## src/rtl/id_ex_stage.sv

```systemverilog
// Decode stage and ID/EX pipeline register: register file, branch/jump resolution, hazard stall.
// Optional macro ID_BRANCH_FWD_EN forwards MEM-stage ALU results into branch/jr comparands.
module id_ex_stage #(
    parameter int          RF_DEPTH = 32,
    parameter logic [31:0] RESET_PC = 32'h0000_0000
) (
    input  logic        clk,
    input  logic        rst,
    input  logic [31:0] instr_ifid,
    input  logic [31:0] pc_ifid,
    input  logic        wb_reg_write,
    input  logic [4:0]  wb_dest,
    input  logic [31:0] wb_data,
    input  logic        mem_reg_write,
    input  logic        mem_mem_read,
    input  logic [4:0]  mem_dest,
    input  logic [31:0] mem_alu_result,
    output logic        ld_pc,
    output logic        ld_reg_instrIFID,
    output logic [1:0]  pcSrc,
    output logic [31:0] pc_target,
    output logic [8:0]  ex_ctrl,
    output logic [31:0] ex_rs_data,
    output logic [31:0] ex_rt_data,
    output logic [31:0] ex_imm,
    output logic [14:0] ex_regs,
    output logic [31:0] ex_pc
);

    localparam logic [5:0] OP_RTYPE = 6'b000000;
    localparam logic [5:0] OP_LW    = 6'b100011;
    localparam logic [5:0] OP_SW    = 6'b101011;
    localparam logic [5:0] OP_BEQ   = 6'b000100;
    localparam logic [5:0] OP_BNE   = 6'b000101;
    localparam logic [5:0] OP_ADDI  = 6'b001000;
    localparam logic [5:0] OP_SLTI  = 6'b001010;
    localparam logic [5:0] OP_J     = 6'b000010;

    localparam logic [5:0] FN_ADD = 6'b100000;
    localparam logic [5:0] FN_SUB = 6'b100010;
    localparam logic [5:0] FN_AND = 6'b100100;
    localparam logic [5:0] FN_OR  = 6'b100101;
    localparam logic [5:0] FN_SLT = 6'b101010;
    localparam logic [5:0] FN_JR  = 6'b001000;

    localparam logic [2:0] ALU_ADD = 3'b000;
    localparam logic [2:0] ALU_SUB = 3'b001;
    localparam logic [2:0] ALU_AND = 3'b010;
    localparam logic [2:0] ALU_OR  = 3'b011;
    localparam logic [2:0] ALU_SLT = 3'b100;

    localparam logic [1:0] PC_SEQ = 2'b00;
    localparam logic [1:0] PC_BR  = 2'b01;
    localparam logic [1:0] PC_J   = 2'b10;
    localparam logic [1:0] PC_JR  = 2'b11;

    function automatic logic [8:0] mk_ctrl(input logic rw, input logic m2r, input logic mr,
                                           input logic mw, input logic asrc, input logic rdst,
                                           input logic [2:0] aop);
        return {rw, m2r, mr, mw, asrc, rdst, aop};
    endfunction

    logic [5:0]  opcode;
    logic [5:0]  funct;
    logic [4:0]  rs;
    logic [4:0]  rt;
    logic [4:0]  rd;
    logic [31:0] imm_sext;

    assign opcode   = instr_ifid[31:26];
    assign rs       = instr_ifid[25:21];
    assign rt       = instr_ifid[20:16];
    assign rd       = instr_ifid[15:11];
    assign funct    = instr_ifid[5:0];
    assign imm_sext = {{16{instr_ifid[15]}}, instr_ifid[15:0]};

    // ------------------------------------------------------------------
    // Register file
    // ------------------------------------------------------------------
    logic [31:0] rf_q [RF_DEPTH];
    logic [31:0] rf_d [RF_DEPTH];

    genvar gi;
    generate
        for (gi = 0; gi < RF_DEPTH; gi++) begin : g_rf
            if (gi == 0) begin : g_zero
                assign rf_d[gi] = '0;
            end else begin : g_reg
                assign rf_d[gi] = (wb_reg_write && (wb_dest == 5'(gi))) ? wb_data : rf_q[gi];
            end
        end
    endgenerate

    always_ff @(posedge clk or posedge rst) begin
        if (rst) begin
            for (int i = 0; i < RF_DEPTH; i++) begin
                rf_q[i] <= '0;
            end
        end else begin
            for (int i = 0; i < RF_DEPTH; i++) begin
                rf_q[i] <= rf_d[i];
            end
        end
    end

    // Write-through lets an instruction in ID see a value retiring in WB this same cycle.
    logic [31:0] rs_rd;
    logic [31:0] rt_rd;

    always_comb begin
        rs_rd = rf_q[rs];
        rt_rd = rf_q[rt];
        if (wb_reg_write && (wb_dest == rs)) begin
            rs_rd = wb_data;
        end
        if (wb_reg_write && (wb_dest == rt)) begin
            rt_rd = wb_data;
        end
        if (rs == 5'd0) begin
            rs_rd = '0;
        end
        if (rt == 5'd0) begin
            rt_rd = '0;
        end
    end

    // ------------------------------------------------------------------
    // Branch comparands
    // ------------------------------------------------------------------
    logic [31:0] rs_cmp;
    logic [31:0] rt_cmp;
    logic        mem_dest_rs;
    logic        mem_dest_rt;

    assign mem_dest_rs = (mem_dest != 5'd0) && (mem_dest == rs);
    assign mem_dest_rt = (mem_dest != 5'd0) && (mem_dest == rt);

`ifdef ID_BRANCH_FWD_EN
    logic mem_fwd_ok;
    assign mem_fwd_ok = mem_reg_write && !mem_mem_read;
    assign rs_cmp     = (mem_fwd_ok && mem_dest_rs) ? mem_alu_result : rs_rd;
    assign rt_cmp     = (mem_fwd_ok && mem_dest_rt) ? mem_alu_result : rt_rd;
`else
    logic unused_mem_fwd;
    assign unused_mem_fwd = ^{mem_mem_read, mem_alu_result};
    assign rs_cmp         = rs_rd;
    assign rt_cmp         = rt_rd;
`endif

    // ------------------------------------------------------------------
    // Decode
    // ------------------------------------------------------------------
    logic [8:0] ctrl_dec;
    logic       is_beq;
    logic       is_bne;
    logic       is_j;
    logic       is_jr;
    logic       uses_rt;

    always_comb begin
        ctrl_dec = '0;
        is_beq   = 1'b0;
        is_bne   = 1'b0;
        is_j     = 1'b0;
        is_jr    = 1'b0;
        uses_rt  = 1'b0;
        case (opcode)
            OP_RTYPE: begin
                uses_rt = 1'b1;
                case (funct)
                    FN_ADD:  ctrl_dec = mk_ctrl(1'b1, 1'b0, 1'b0, 1'b0, 1'b0, 1'b1, ALU_ADD);
                    FN_SUB:  ctrl_dec = mk_ctrl(1'b1, 1'b0, 1'b0, 1'b0, 1'b0, 1'b1, ALU_SUB);
                    FN_AND:  ctrl_dec = mk_ctrl(1'b1, 1'b0, 1'b0, 1'b0, 1'b0, 1'b1, ALU_AND);
                    FN_OR:   ctrl_dec = mk_ctrl(1'b1, 1'b0, 1'b0, 1'b0, 1'b0, 1'b1, ALU_OR);
                    FN_SLT:  ctrl_dec = mk_ctrl(1'b1, 1'b0, 1'b0, 1'b0, 1'b0, 1'b1, ALU_SLT);
                    FN_JR:   is_jr = 1'b1;
                    default: ctrl_dec = '0;
                endcase
            end
            OP_LW:   ctrl_dec = mk_ctrl(1'b1, 1'b1, 1'b1, 1'b0, 1'b1, 1'b0, ALU_ADD);
            OP_SW: begin
                uses_rt  = 1'b1;
                ctrl_dec = mk_ctrl(1'b0, 1'b0, 1'b0, 1'b1, 1'b1, 1'b0, ALU_ADD);
            end
            OP_BEQ: begin
                uses_rt = 1'b1;
                is_beq  = 1'b1;
            end
            OP_BNE: begin
                uses_rt = 1'b1;
                is_bne  = 1'b1;
            end
            OP_ADDI: ctrl_dec = mk_ctrl(1'b1, 1'b0, 1'b0, 1'b0, 1'b1, 1'b0, ALU_ADD);
            OP_SLTI: ctrl_dec = mk_ctrl(1'b1, 1'b0, 1'b0, 1'b0, 1'b1, 1'b0, ALU_SLT);
            OP_J:    is_j = 1'b1;
            default: ctrl_dec = '0;
        endcase
    end

    // ------------------------------------------------------------------
    // Hazard detection
    // ------------------------------------------------------------------
    logic [8:0]  ex_ctrl_q;
    logic [8:0]  ex_ctrl_d;
    logic [31:0] ex_rs_data_q;
    logic [31:0] ex_rs_data_d;
    logic [31:0] ex_rt_data_q;
    logic [31:0] ex_rt_data_d;
    logic [31:0] ex_imm_q;
    logic [31:0] ex_imm_d;
    logic [14:0] ex_regs_q;
    logic [14:0] ex_regs_d;
    logic [31:0] ex_pc_q;
    logic [31:0] ex_pc_d;

    logic [4:0] ex_load_dest;
    logic [4:0] ex_wr_dest;
    logic       is_branch;
    logic       br_reads_id;
    logic       haz_load_use;
    logic       haz_ex_branch;
    logic       haz_mem_branch;
    logic       stall;

    assign ex_load_dest = ex_regs_q[9:5];
    assign ex_wr_dest   = ex_ctrl_q[3] ? ex_regs_q[4:0] : ex_regs_q[9:5];
    assign is_branch    = is_beq || is_bne;
    assign br_reads_id  = is_branch || is_jr;

    always_comb begin
        haz_load_use   = ex_ctrl_q[6] && (ex_load_dest != 5'd0) &&
                         ((ex_load_dest == rs) || (uses_rt && (ex_load_dest == rt)));
        haz_ex_branch  = br_reads_id && ex_ctrl_q[8] && (ex_wr_dest != 5'd0) &&
                         ((ex_wr_dest == rs) || (is_branch && (ex_wr_dest == rt)));
`ifdef ID_BRANCH_FWD_EN
        haz_mem_branch = br_reads_id && mem_mem_read &&
                         (mem_dest_rs || (is_branch && mem_dest_rt));
`else
        haz_mem_branch = br_reads_id && mem_reg_write &&
                         (mem_dest_rs || (is_branch && mem_dest_rt));
`endif
        stall = haz_load_use || haz_ex_branch || haz_mem_branch;
    end

    // ------------------------------------------------------------------
    // Next-PC selection; a stall suppresses any redirect
    // ------------------------------------------------------------------
    always_comb begin
        ld_pc            = !stall;
        ld_reg_instrIFID = !stall;
        pcSrc            = PC_SEQ;
        pc_target        = '0;
        if (!stall) begin
            if (is_j) begin
                pcSrc     = PC_J;
                pc_target = {pc_ifid[31:28], instr_ifid[25:0], 2'b00};
            end else if (is_jr) begin
                pcSrc     = PC_JR;
                pc_target = rs_cmp;
            end else if ((is_beq && (rs_cmp == rt_cmp)) || (is_bne && (rs_cmp != rt_cmp))) begin
                pcSrc     = PC_BR;
                pc_target = pc_ifid + {imm_sext[29:0], 2'b00};
            end
        end
    end

    // ------------------------------------------------------------------
    // ID/EX register
    // ------------------------------------------------------------------
    always_comb begin
        ex_ctrl_d    = '0;
        ex_rs_data_d = '0;
        ex_rt_data_d = '0;
        ex_imm_d     = '0;
        ex_regs_d    = '0;
        ex_pc_d      = '0;
        if (!stall) begin
            ex_ctrl_d    = ctrl_dec;
            ex_rs_data_d = rs_rd;
            ex_rt_data_d = rt_rd;
            ex_imm_d     = imm_sext;
            ex_regs_d    = {rs, rt, rd};
            ex_pc_d      = pc_ifid;
        end
    end

    always_ff @(posedge clk or posedge rst) begin
        if (rst) begin
            ex_ctrl_q    <= '0;
            ex_rs_data_q <= '0;
            ex_rt_data_q <= '0;
            ex_imm_q     <= '0;
            ex_regs_q    <= '0;
            ex_pc_q      <= RESET_PC;
        end else begin
            ex_ctrl_q    <= ex_ctrl_d;
            ex_rs_data_q <= ex_rs_data_d;
            ex_rt_data_q <= ex_rt_data_d;
            ex_imm_q     <= ex_imm_d;
            ex_regs_q    <= ex_regs_d;
            ex_pc_q      <= ex_pc_d;
        end
    end

    assign ex_ctrl    = ex_ctrl_q;
    assign ex_rs_data = ex_rs_data_q;
    assign ex_rt_data = ex_rt_data_q;
    assign ex_imm     = ex_imm_q;
    assign ex_regs    = ex_regs_q;
    assign ex_pc      = ex_pc_q;

endmodule

```

## config.mk

```make
export PLATFORM = sky130hd
export DESIGN_NAME = id_ex_stage
export DESIGN_NICKNAME = d
export VERILOG_FILES = /design/src/rtl/id_ex_stage.sv
export SDC_FILE = /design/constraint.sdc
export NUM_CORES = 2
export LEC_CHECK = 0
export CORE_UTILIZATION = 30
export CTS_CLUSTER_DIAMETER = 40
export CTS_CLUSTER_SIZE = 10
export DETAILED_ROUTE_END_ITERATION = 6
export GPL_ROUTABILITY_DRIVEN = 0
export PLACE_DENSITY = 0.5
export SLEW_MARGIN = 20
export SYNTH_ARGS = -nofsm -noshare
export SYNTH_HDL_FRONTEND = slang
export SYNTH_SLANG_ARGS = --single-unit
```

## constraint.sdc

```tcl
create_clock -name clk -period 35.7 [get_ports clk]
set_clock_uncertainty 0.15 [all_clocks]
set_input_delay 5.355 -clock clk [delete_from_list [all_inputs] [get_ports clk]]
set_output_delay 5.355 -clock clk [all_outputs]
set_load 0.02 [all_outputs]
```

==> Flow_metrics.wiki <==
{| class="wikitable"
! Metric !! Value
|-
| H-tree level count || 4
|-
| Part of the cycle the worst path needs || 0.523
|-
| Final hold viol count || 0
|-
| Final setup violating endpoints || 0
|-
| Flip-flop cell with the highest count after synthesis || sky130_fd_sc_hd__dfrtp_1
|-
| Final routed DRC violation total || 0
|-
| Number of nets in the finished design || 4779
|-
| Data required time at the worst endpoint || 30190 ps
|-
| P_leak || 31.2 nW
|-
| Clock Path Buffers || 3
|-
| Detailed router's first-iteration violation count || 3981
|-
| Hold Path Class || flop to flop
|-
| Share of synthesized registers carrying an async set or reset || 1.00
|-
| Busiest layer in global routing || met2
|-
| Number of vias in the routed layout || 43400
|-
| Synth Net Count || 4579
|-
| Placeable Area || 0.203 mm2
|-
| Worst setup EP type || output pin
|-
| Count of pins on the block boundary || 331
|-
| Number of gates resized after CTS || 0
|-
| Total number of placement rows || 165
|-
| DP Cell Count || 7074
|-
| Via count of the first global-routing pass || 44100
|-
| Count of state elements after synthesis || 1122
|-
| Setup repair after global routing missed its margin || no
|-
| Horizontal die dimension || 455 um
|-
| Sum of negative setup slack || 0 ps
|-
| Clock Pin Slew Worst Setup and Hold Paths || 50 ps
|-
| GR Util All Layers || 0.236
|-
| Summed instance area of the synthesized netlist || 0.0615 mm2
|-
| Met1 layer usage reported by global route || 0.323
|-
| Count of synthesis-stage warnings from yosys || 0
|-
| Worst setup timing slack at the placement stage || 17210 ps
|-
| Die extent in y || 455 um
|-
| Peak clock frequency supported by timing || 53.6 MHz
|-
| Met3 usage || 0.0515
|-
| Average cell area after synthesis || 14.0 um2
|-
| Total count of max-transition violations in the final report || 0
|-
| Number of buffer cells added on primary ports || 297
|-
| Actual transition at the worst max-transition pin || 1260 ps
|-
| Number of detailed-routing iterations run before antenna repair || 5
|-
| Unique cell type count in the Yosys netlist || 84
|-
| Initial Utilization || 0.303
|-
| Max-cap viol count || 0
|-
| Remaining Overflow, GRT || 0
|-
| Avg WL per Cell || 32.9 um
|-
| Number of CTS-inserted buffers || 201
|-
| Number of synthesized flops with an enable pin || 0
|-
| Sink Count || 1122
|-
| Pwr dens || 62.4 mW/mm2
|-
| Total length of routed wires || 246000 um
|-
| Fraction of layout cells with a size suffix above 1 || 0.443
|-
| Area added between synthesis and finish || 21.1%
|-
| Clock latency of the later-clocked register in the worst-skew pair || 840 ps
|-
| Largest net degree at the start of global routing || 174
|-
| Cell count after synthesis || 4406
|-
| Rel. slew slack || 0.155
|-
| Number of vias per cell after detailed routing || 5.82
|-
| Wire length of the first global-routing pass || 348000 um
|-
| Category of the most critical setup path || input port to output pin
|-
| Outcome || completed
|-
| Register area share after synthesis || 0.456
|-
| Launching element type of the critical path || input port
|-
| Fill cell instance count of the final layout || 19500
|-
| Estimated wirelength of the detail-placed design || 150000 um
|-
| Post-CTS setup repair buffer count || 0
|-
| GR met2 Demand/Resource || 0.364
|-
| CTS Hold Buffers Added || 0
|-
| CTS tree || done
|-
| Number of non-filler instances in the completed layout || 7452
|-
| Register area || 0.0281 mm2
|-
| Worst setup margin || 17030 ps
|-
| Arrival time of data at the critical path endpoint || 13160 ps
|-
| Minimum clock period after layout || 18670 ps
|-
| Combined area of the multi-input logic cells || 0.0314 mm2
|-
| Antenna violations before repair || 8
|-
| Die Footprint || 0.207 mm2
|-
| Highest fanout seen on the critical path || 31
|-
| Post-route ant nets || 0
|-
| Root Driver || sky130_fd_sc_hd__clkbuf_16
|-
| Pwr Total || 4.65 mW
|-
| Peak supply drop || 50.8 uV
|}
==> logic make-up after synthesis <==
group / count (synthesis) / share of synthesized area
adders and majority gates: 30 / 0.00622
buffers and inverters: 486 / 0.0387
xor gates and xnor gates: 94 / 0.0134
AOI/OAI and AO/OA: 535 / 0.0632
muxes: 1631 / 0.380
and+or+nand+nor: 508 / 0.0424
DFF: 1122 / 0.456
==> power by group <==
part,switching [mW],internal (mW)
Combinational,0.417,0.487
Clock,0.709,1.36
Sequential,0.164,1.51
Total,1.29,3.36
==> through the flow <==
step / instance area (um2) / hold slack (ps) / utilization
after floorplan: 61500 / 339 / -
after global placement: 67200 / 349 / 0.331
after detailed placement: 67200 / 359 / 0.331
after CTS: 74500 / 367 / 0.367
after global routing: 74500 / 381 / 0.367
final: 74500 / 368 / 0.367
==> registers in the layout, indices dropped and copies added, names as in the netlist <==
| register | flops |
|---|---|
| rf_q | 992 |
| ex_rt_data | 32 |
| ex_pc | 32 |
| ex_regs | 15 |
| ex_imm | 11 |
| ex_rs_data | 32 |
| ex_ctrl | 8 |
==> cell usage in the layout (no fill, tap or decap), types with 10 or more instances in the layout <==
cell	n
sky130_fd_sc_hd__mux2i_1	113
sky130_fd_sc_hd__clkinvlp_4	24
sky130_fd_sc_hd__ha_1	29
sky130_fd_sc_hd__nor2_4	13
sky130_fd_sc_hd__nor2b_1	25
sky130_fd_sc_hd__a211oi_1	21
sky130_fd_sc_hd__nand2b_1	17
sky130_fd_sc_hd__clkdlybuf4s50_1	287
sky130_fd_sc_hd__and3_1	14
sky130_fd_sc_hd__o21ai_0	63
sky130_fd_sc_hd__clkinv_2	32
sky130_fd_sc_hd__nand2_1	60
sky130_fd_sc_hd__inv_6	10
sky130_fd_sc_hd__nand3_1	26
sky130_fd_sc_hd__a221o_1	21
sky130_fd_sc_hd__a21oi_1	97
sky130_fd_sc_hd__clkbuf_16	205
sky130_fd_sc_hd__nor4_1	10
sky130_fd_sc_hd__o211ai_1	31
sky130_fd_sc_hd__nand2_2	11
sky130_fd_sc_hd__and2_1	81
sky130_fd_sc_hd__a22oi_1	57
sky130_fd_sc_hd__a22o_1	38
sky130_fd_sc_hd__nor3_1	59
sky130_fd_sc_hd__inv_1	14
sky130_fd_sc_hd__o22ai_1	26
sky130_fd_sc_hd__nor2_1	125
sky130_fd_sc_hd__clkbuf_8	21
sky130_fd_sc_hd__a32oi_1	10
sky130_fd_sc_hd__buf_4	159
sky130_fd_sc_hd__xnor2_1	65
sky130_fd_sc_hd__xor2_1	29
sky130_fd_sc_hd__bufinv_16	37
sky130_fd_sc_hd__mux2_2	1062
sky130_fd_sc_hd__a21o_1	14
sky130_fd_sc_hd__clkbuf_1	27
sky130_fd_sc_hd__a221oi_1	55
sky130_fd_sc_hd__dfrtp_1	1122
sky130_fd_sc_hd__mux4_2	453
==> critical path, stage by stage <==
cell and delay [ps]:
sky130_fd_sc_hd__buf_2 510, sky130_fd_sc_hd__buf_4 450, sky130_fd_sc_hd__buf_4 490, sky130_fd_sc_hd__or2_2 640, sky130_fd_sc_hd__or4_1 720, sky130_fd_sc_hd__buf_4 610, sky130_fd_sc_hd__o21ai_0 220, sky130_fd_sc_hd__nor2_1 800
sky130_fd_sc_hd__xnor2_1 310, sky130_fd_sc_hd__nor3_1 340, sky130_fd_sc_hd__and4_1 640, sky130_fd_sc_hd__and4_1 270, sky130_fd_sc_hd__buf_4 370, sky130_fd_sc_hd__o2111ai_1 150, sky130_fd_sc_hd__a21oi_1 430, sky130_fd_sc_hd__clkdlybuf4s50_1 720
==> layout make-up <==
cell class / count / area share
Antenna cell: 6 / 0.000202
Clock buffer: 253 / 0.0741
Clock inverter: 118 / 0.0237
Inverter: 21 / 0.00114
Multi-Input combinational cell: 2798 / 0.421
Sequential cell: 1122 / 0.377
Tap cell: 2672 / 0.0449
Timing Repair Buffer: 462 / 0.0578
==> cell usage after synthesis, types with 6 or more instances <==
library cell               number  area (um2)
sky130_fd_sc_hd__dfrtp_1     1122       28100
sky130_fd_sc_hd__mux2_2      1062       12000
sky130_fd_sc_hd__mux4_2       453       10200
sky130_fd_sc_hd__clkbuf_1     230         863
sky130_fd_sc_hd__nor2_1       142         533
sky130_fd_sc_hd__mux2i_1      113        1130
sky130_fd_sc_hd__a21oi_1      100         500
sky130_fd_sc_hd__and2_1        81         507
sky130_fd_sc_hd__buf_2         78         390
sky130_fd_sc_hd__buf_1         74         278
sky130_fd_sc_hd__nand2_1       71         267
sky130_fd_sc_hd__xnor2_1       65         569
sky130_fd_sc_hd__nor3_1        63         315
sky130_fd_sc_hd__o21ai_0       63         315
sky130_fd_sc_hd__a22oi_1       57         428
sky130_fd_sc_hd__a221oi_1      55         482
sky130_fd_sc_hd__buf_4         51         383
sky130_fd_sc_hd__a22o_1        38         333
sky130_fd_sc_hd__o211ai_1      31         233
sky130_fd_sc_hd__nand3_1       30         150
sky130_fd_sc_hd__ha_1          29         363
sky130_fd_sc_hd__nor2b_1       29         181
sky130_fd_sc_hd__xor2_1        29         254
sky130_fd_sc_hd__buf_6         28         315
sky130_fd_sc_hd__o22ai_1       26         163
sky130_fd_sc_hd__a211oi_1      21         158
sky130_fd_sc_hd__a221o_1       21         210
sky130_fd_sc_hd__inv_1         17        63.8
sky130_fd_sc_hd__nand2b_1      17         106
sky130_fd_sc_hd__a21o_1        14         105
sky130_fd_sc_hd__and3_1        14        87.6
sky130_fd_sc_hd__a32oi_1       10        87.6
sky130_fd_sc_hd__nor4_1        10        62.6
sky130_fd_sc_hd__a31oi_1        9        56.3
sky130_fd_sc_hd__o21bai_1       9        67.6
sky130_fd_sc_hd__o31ai_1        9        67.6
sky130_fd_sc_hd__or3_1          8        50.1
sky130_fd_sc_hd__nand4_1        7        43.8
sky130_fd_sc_hd__o21a_1         7        52.6
sky130_fd_sc_hd__or4_1          7        52.6
sky130_fd_sc_hd__a32o_1         6        60.1
==> path summary, 6_finish.rpt <==
check | start | to | slack [ps] | cells after the start
setup / recovery | instr_ifid[25] | pc_target[6] | 17030 | 16
hold / removal | rf_q[662]$_DFFE_PP0P_ | rf_q[662]$_DFFE_PP0P_ | 370 | 1
setup reg to reg | ex_regs[4]$_DFF_PP0_ | ex_rt_data[0]$_DFF_PP0_ | 31320 | 13
min in group asynchronous | rst | rf_q[769]$_DFFE_PP0P_ | 4900 | 2
hold reg to reg | rf_q[662]$_DFFE_PP0P_ | rf_q[662]$_DFFE_PP0P_ | 370 | 1
max in group asynchronous | rst | rf_q[693]$_DFFE_PP0P_ | 26820 | 7
==> layer usage <==
metal / share of wire / vias to the layer above / wire [um]
li1: - / 17400 / -
met1: 0.43 / 23600 / 106000
met2: 0.45 / 1927 / 111000
met3: 0.078 / 443 / 19200
met4: 0.038 / 2 / 9340
met5: 0.000037 / - / 9
(Power assumes the default switching activity.)
